--- src/rtl/load_store_unit.sv ---
// ============================================================================
// load_store_unit : RV32I memory-access stage, valid/ready bus master with
//                   byte-lane alignment, load extension and fault detection.
// Revision        : 1.0
// ============================================================================
`default_nettype none

module load_store_unit #(
  parameter int unsigned TIMEOUT_CYCLES = 255
) (
  input  logic        clk,
  input  logic        reset_n,
  input  logic        req_valid,
  input  logic        req_we,
  input  logic [2:0]  req_funct3,
  input  logic [31:0] req_addr,
  input  logic [31:0] req_wdata,
  output logic        stall,
  output logic        done,
  output logic [31:0] load_data,
  output logic        misaligned,
  output logic        access_fault,
  output logic        bus_req_valid,
  input  logic        bus_req_ready,
  output logic [31:0] bus_addr,
  output logic        bus_we,
  output logic [3:0]  bus_wstrb,
  output logic [31:0] bus_wdata,
  input  logic        bus_rsp_valid,
  input  logic [31:0] bus_rdata,
  input  logic        bus_error
);

  localparam logic [1:0]  S_IDLE  = 2'd0;
  localparam logic [1:0]  S_REQ   = 2'd1;
  localparam logic [1:0]  S_RESP  = 2'd2;
  localparam logic [1:0]  S_DONE  = 2'd3;
  localparam logic [15:0] TO_LAST = 16'(TIMEOUT_CYCLES - 1);

  logic [1:0]  state_q, state_d;
  logic        we_q;
  logic [2:0]  funct3_q;
  logic [31:0] addr_q, wdata_q;
  logic [31:0] load_data_q, load_data_d;
  logic        mis_q, mis_d, fault_q, fault_d;
  logic [15:0] cnt_q, cnt_d;
  logic        capture, req_illegal, req_mis, timeout_hit;
  logic [7:0]  rd_byte;
  logic [15:0] rd_half;
  logic [31:0] rd_fmt;

  assign capture     = (state_q == S_IDLE) && req_valid;
  // Loads allow funct3 0,1,2,4,5; stores allow only 0,1,2.
  assign req_illegal = (req_funct3[1:0] == 2'b11) || (req_funct3[2] && (req_we || req_funct3[1]));
  assign req_mis     = ((req_funct3[1:0] == 2'b01) && req_addr[0]) ||
                       ((req_funct3[1:0] == 2'b10) && (req_addr[1:0] != 2'b00));
  assign timeout_hit = (cnt_q == TO_LAST);

  always_comb begin
    rd_byte = bus_rdata[8*addr_q[1:0] +: 8];
    rd_half = addr_q[1] ? bus_rdata[31:16] : bus_rdata[15:0];
    case (funct3_q)
      3'd0:    rd_fmt = {{24{rd_byte[7]}}, rd_byte};
      3'd1:    rd_fmt = {{16{rd_half[15]}}, rd_half};
      3'd4:    rd_fmt = {24'd0, rd_byte};
      3'd5:    rd_fmt = {16'd0, rd_half};
      default: rd_fmt = bus_rdata;
    endcase
  end

  always_ff @(posedge clk or negedge reset_n) begin
    if (!reset_n) begin
      state_q <= S_IDLE;
    end else begin
      state_q <= state_d;
    end
  end

  always_comb begin
    state_d     = state_q;
    mis_d       = 1'b0;
    fault_d     = 1'b0;
    load_data_d = load_data_q;
    cnt_d       = cnt_q;
    case (state_q)
      S_IDLE: begin
        if (req_valid) begin
          if (req_illegal) begin
            state_d     = S_DONE;
            fault_d     = 1'b1;
            load_data_d = 32'd0;
          end else if (req_mis) begin
            state_d     = S_DONE;
            mis_d       = 1'b1;
            load_data_d = 32'd0;
          end else begin
            state_d = S_REQ;
            cnt_d   = 16'd0;
          end
        end
      end
      S_REQ: begin
        cnt_d = cnt_q + 16'd1;
        if (timeout_hit) begin
          state_d     = S_DONE;
          fault_d     = 1'b1;
          load_data_d = 32'd0;
        end else if (bus_req_ready) begin
          state_d = S_RESP;
        end
      end
      S_RESP: begin
        cnt_d = cnt_q + 16'd1;
        // A response arriving on the last allowed cycle still completes normally.
        if (bus_rsp_valid) begin
          state_d     = S_DONE;
          fault_d     = bus_error;
          load_data_d = (bus_error || we_q) ? 32'd0 : rd_fmt;
        end else if (timeout_hit) begin
          state_d     = S_DONE;
          fault_d     = 1'b1;
          load_data_d = 32'd0;
        end
      end
      default: state_d = S_IDLE;
    endcase
  end

  always_ff @(posedge clk or negedge reset_n) begin
    if (!reset_n) begin
      we_q        <= 1'b0;
      funct3_q    <= 3'd0;
      addr_q      <= 32'd0;
      wdata_q     <= 32'd0;
      load_data_q <= 32'd0;
      mis_q       <= 1'b0;
      fault_q     <= 1'b0;
      cnt_q       <= 16'd0;
    end else begin
      if (capture) begin
        we_q     <= req_we;
        funct3_q <= req_funct3;
        addr_q   <= req_addr;
        wdata_q  <= req_wdata;
      end
      load_data_q <= load_data_d;
      mis_q       <= mis_d;
      fault_q     <= fault_d;
      cnt_q       <= cnt_d;
    end
  end

  always_comb begin
    done          = (state_q == S_DONE);
    stall         = capture || (state_q == S_REQ) || (state_q == S_RESP);
    misaligned    = done && mis_q;
    access_fault  = done && fault_q;
    load_data     = load_data_q;
    bus_req_valid = (state_q == S_REQ);
    bus_addr      = {addr_q[31:2], 2'b00};
    bus_we        = we_q;
    bus_wstrb     = 4'b0000;
    bus_wdata     = wdata_q;
    if (we_q) begin
      case (funct3_q[1:0])
        2'b00: begin
          bus_wstrb = 4'b0001 << addr_q[1:0];
          bus_wdata = {4{wdata_q[7:0]}};
        end
        2'b01: begin
          bus_wstrb = addr_q[1] ? 4'b1100 : 4'b0011;
          bus_wdata = {2{wdata_q[15:0]}};
        end
        default: bus_wstrb = 4'b1111;
      endcase
    end
  end

endmodule

`default_nettype wire

--- config.mk ---
export PLATFORM = sky130hd
export DESIGN_NAME = load_store_unit
export DESIGN_NICKNAME = d
export VERILOG_FILES = /design/src/rtl/load_store_unit.sv
export SDC_FILE = /design/constraint.sdc
export NUM_CORES = 1
export LEC_CHECK = 0
export ABC_AREA = 1
export CORE_MARGIN = 5
export CORE_UTILIZATION = 51
export DETAILED_ROUTE_END_ITERATION = 6
export GPL_ROUTABILITY_DRIVEN = 0
export HOLD_SLACK_MARGIN = 0.03
export PLACE_DENSITY_LB_ADDON = 0.3
export SLEW_MARGIN = 30
export SYNTH_ARGS = -nofsm -noshare
export SYNTH_HDL_FRONTEND = slang
export SYNTH_SLANG_ARGS = --single-unit
--- constraint.sdc ---
create_clock -name clk -period 3.8 [get_ports clk]
set_input_delay 0.76 -clock clk [delete_from_list [all_inputs] [get_ports clk]]
set_output_delay 0.76 -clock clk [all_outputs]
set_load 0.03 [all_outputs]
==> flow_summary_export.csv <==
group,metric,value,unit
outcome,run_status,"finished clean",
setup_path,crit_type,"register to primary output",
layout,n_fill_cell,1029,
min_path,hp-class,"primary input to asynchronous set/reset pin",
drt,dr.pass1.iters,6,
synthesis,postSynthCellCount,874,
global_routing,grt_pass1_vias,6188,
global_routing,grt_max_degree,93,
clock_network,clk_latency,420,ps
timing,setup_ws,260,ps
setup_path,r2r-end,"load_data[19]",
synthesis,netlist.area_leader.share,43.9,%
pwr,vdd_drop_max,0.000782,V
floorplanning,ioPinCount,212,
timing,setup_violations,0,
timing,finalSetupTns,0,ps
setup_path,timing.rr.start,"state_q[0]",
synthesis,ys_seq_elements,120,
setup_path,startpoint,"funct3_q[1]",
setup_path,required,3040,ps
synthesis,synth_flop_cell,"dfrtp_1",
timing,fin_crit_sh,93.2,%
drt,wl,18500,um
clock_network,cts_root_buf,"clkbuf_16",
drt,wl_per_cell,15.2,um
global_routing,antenna_found_initial,0,
timing,slew_headroom,51.4,%
setup_path,rr_worst_depth,11,
synthesis,yosysTopAreaCell,"dfrtp_1",
synthesis,synth_edf_count,0,
clock_network,htreeDepth,4,
timing,tightest_slew,729,ps
global_routing,grt_usage,23.2,%
synthesis,synth_seq_area_share,43.9,%
pwr,power_density,877,mW/mm^2
flow_run,maxCapViolCount,0,
floorplanning,dieArea,0.0158,mm^2
timing,clock.fmax,283,MHz
drt,drc,0,
setup_path,startpoint_type,"register",
clock_network,clk_transition_reported_paths,50,ps
floorplanning,initial_core_util,51.8,%
timing,fin_worst_skew,6.91,ps
setup_path,worst_ep_arrival_time,2780,ps
setup_path,r2r_setup_slack,1440,ps
drt,drt_iter0_markers,564,
layout,nets,1144,
place,placed_area,0.00871,mm^2
drt,vias,6390,
layout,drive_gt1_share,9.79,%
global_routing,grt.overflow.total,0,
drt,ant_nets,0,
setup_path,endpoint,"bus_wdata[10]",
timing,timing.final.hold_violations,0,
place,place_ws,510,ps
timing,rsz0062_at_grt,"false",
synthesis,synth_most_common_cell,"nand2_1",
synthesis,synthTopCellsByArea,"dfrtp_1 (44%), nand2_1 (13%), mux2_2 (7.6%)",
setup_path,cp-end-kind,"primary output",
layout,final_cell_area,0.00938,mm^2
global_routing,grt_pass1_wl,30000,um
place,dp_hpwl,13300,um
synthesis,synth_cell_types,29,
floorplanning,die_w,126,um
synthesis,post_synth.cell_area_avg,7.83,um^2
synthesis,synthTopCellsByCount,"nand2_1 (228), dfrtp_1 (120), nor2_1 (95)",
synthesis,synthArstFlopShare,100,%
layout,antenna_cells,0,
drt,via_per_inst,5.25,
layout,synthToLayoutAreaGrowth,37.1,%
synthesis,syn_area,0.00684,mm^2
timing,finalMaxSlewViolations,0,
place,portBuffers,209,
clock_network,cts_sinks,120,
floorplanning,fp.dieH,126,um
timing,whs,380,ps
layout,fin_util,71.1,%
setup_path,worstPathMaxFanout,23,
clock_network,numCtsBuffers,17,
clock_network,cts_tree,"yes",
synthesis,yosys_warnings,0,
pwr,p_leak,4.39,nW
clock_network,clockBufferDepth,2,
timing,fin_crit,3540,ps
floorplanning,coreArea,0.0132,mm^2
floorplanning,rows,42,
repair_timing:
action / CTS / global route
setup buffers: 0 / 0
hold buffers: 0 / 0
hold endpoints to repair: 0 / 0
endpoints found under the setup margin: 0 / 9
gates resized for setup: 0 / 1
worst min-delay path by stage:
stage / end / start / slack [ps] / cells after the start
2_1_floorplan: addr_q[0] / reset_n / 460 / 0
3_3_place_gp: load_data[30] / load_data[30] / 450 / 2
3_5_place_dp: load_data[28] / load_data[28] / 460 / 2
4_1_cts: load_data[28] / reset_n / 400 / 1
5_1_grt: load_data[24] / reset_n / 440 / 1
6_report: load_data[28] / reset_n / 380 / 1
kinds of logic after synthesis:
logic type / count (synthesis) / share of synthesized area (%)
adders and majority gates: 7 / 1.28
xor gates and xnor gates: 2 / 0.256
other: 1 / 0.0548
AOI/OAI and AO/OA: 136 / 10.6
muxes: 46 / 7.57
DFF: 120 / 43.9
buffers and inverters: 154 / 11.7
and+or+nand+nor: 408 / 24.7
critical path, stage by stage, from the launching register on:
cell and delay [ps]:
dfrtp_1 530, inv_2 350, nand2_1 330, o22ai_1 240
nand2_1 80, o21ai_0 110, clkdlybuf4s50_1 720
power breakdown:
group,internal (mW),leakage [nW],switching (mW)
Clock,1.24,0.325,0.554
Sequential,1.72,1.50,0.317
Combinational,1.69,2.56,2.70
metal layers:
metal | vias up | routed length, um | GRT usage [%]
met4 | 0 | 353 | 7.76
met2 | 254 | 8600 | 36.8
met3 | 37 | 1650 | 7.87
li1 | 3110 | - | -
met1 | 2989 | 7900 | 30.1
met5 | - | 0 | 0
final cells by class:
class | count | area (um^2) | share of cell area (%)
Clock inverter | 7 | 164 | 1.75
Inverter | 76 | 290 | 3.09
Sequential cell | 120 | 3000 | 32.0
Tap cell | 176 | 220 | 2.35
Multi-Input combinational cell | 601 | 3050 | 32.6
Clock buffer | 23 | 498 | 5.31
Timing Repair Buffer | 215 | 2150 | 22.9
sequential cells by signal (all words and copies together), names as in the netlist:
signal,flops
addr_q,32
cnt_q,16
load_data,32
bus_we,1
mis_q,1
fault_q,1
wdata_q,32
funct3_q,3
state_q,2
layout by cell type (no fill, tap or decap), types with 5 or more instances in the layout:
cell type	netlist	final
nand2_1	228	227
nand4_1	15	15
bufinv_16	0	5
nor3_1	11	11
o21ai_0	77	77
ha_1	7	7
mux2_2	46	46
buf_4	41	5
nand3_1	45	45
nand2_2	5	5
nor2_1	95	94
dfrtp_1	120	120
clkbuf_16	0	17
o211ai_1	8	8
clkbuf_8	0	5
o22ai_1	10	10
clkdlybuf4s50_1	0	208
inv_1	71	71
a21oi_1	38	38
stage by stage:
step           cells  total power [mW]
2_1_floorplan    875              5.17
3_5_place_dp    1188              6.41
6_report        1218              8.23
5_1_grt         1218              8.71
3_3_place_gp    1188              6.36
4_1_cts         1218              8.25
Power figures use the tool's default switching activity.
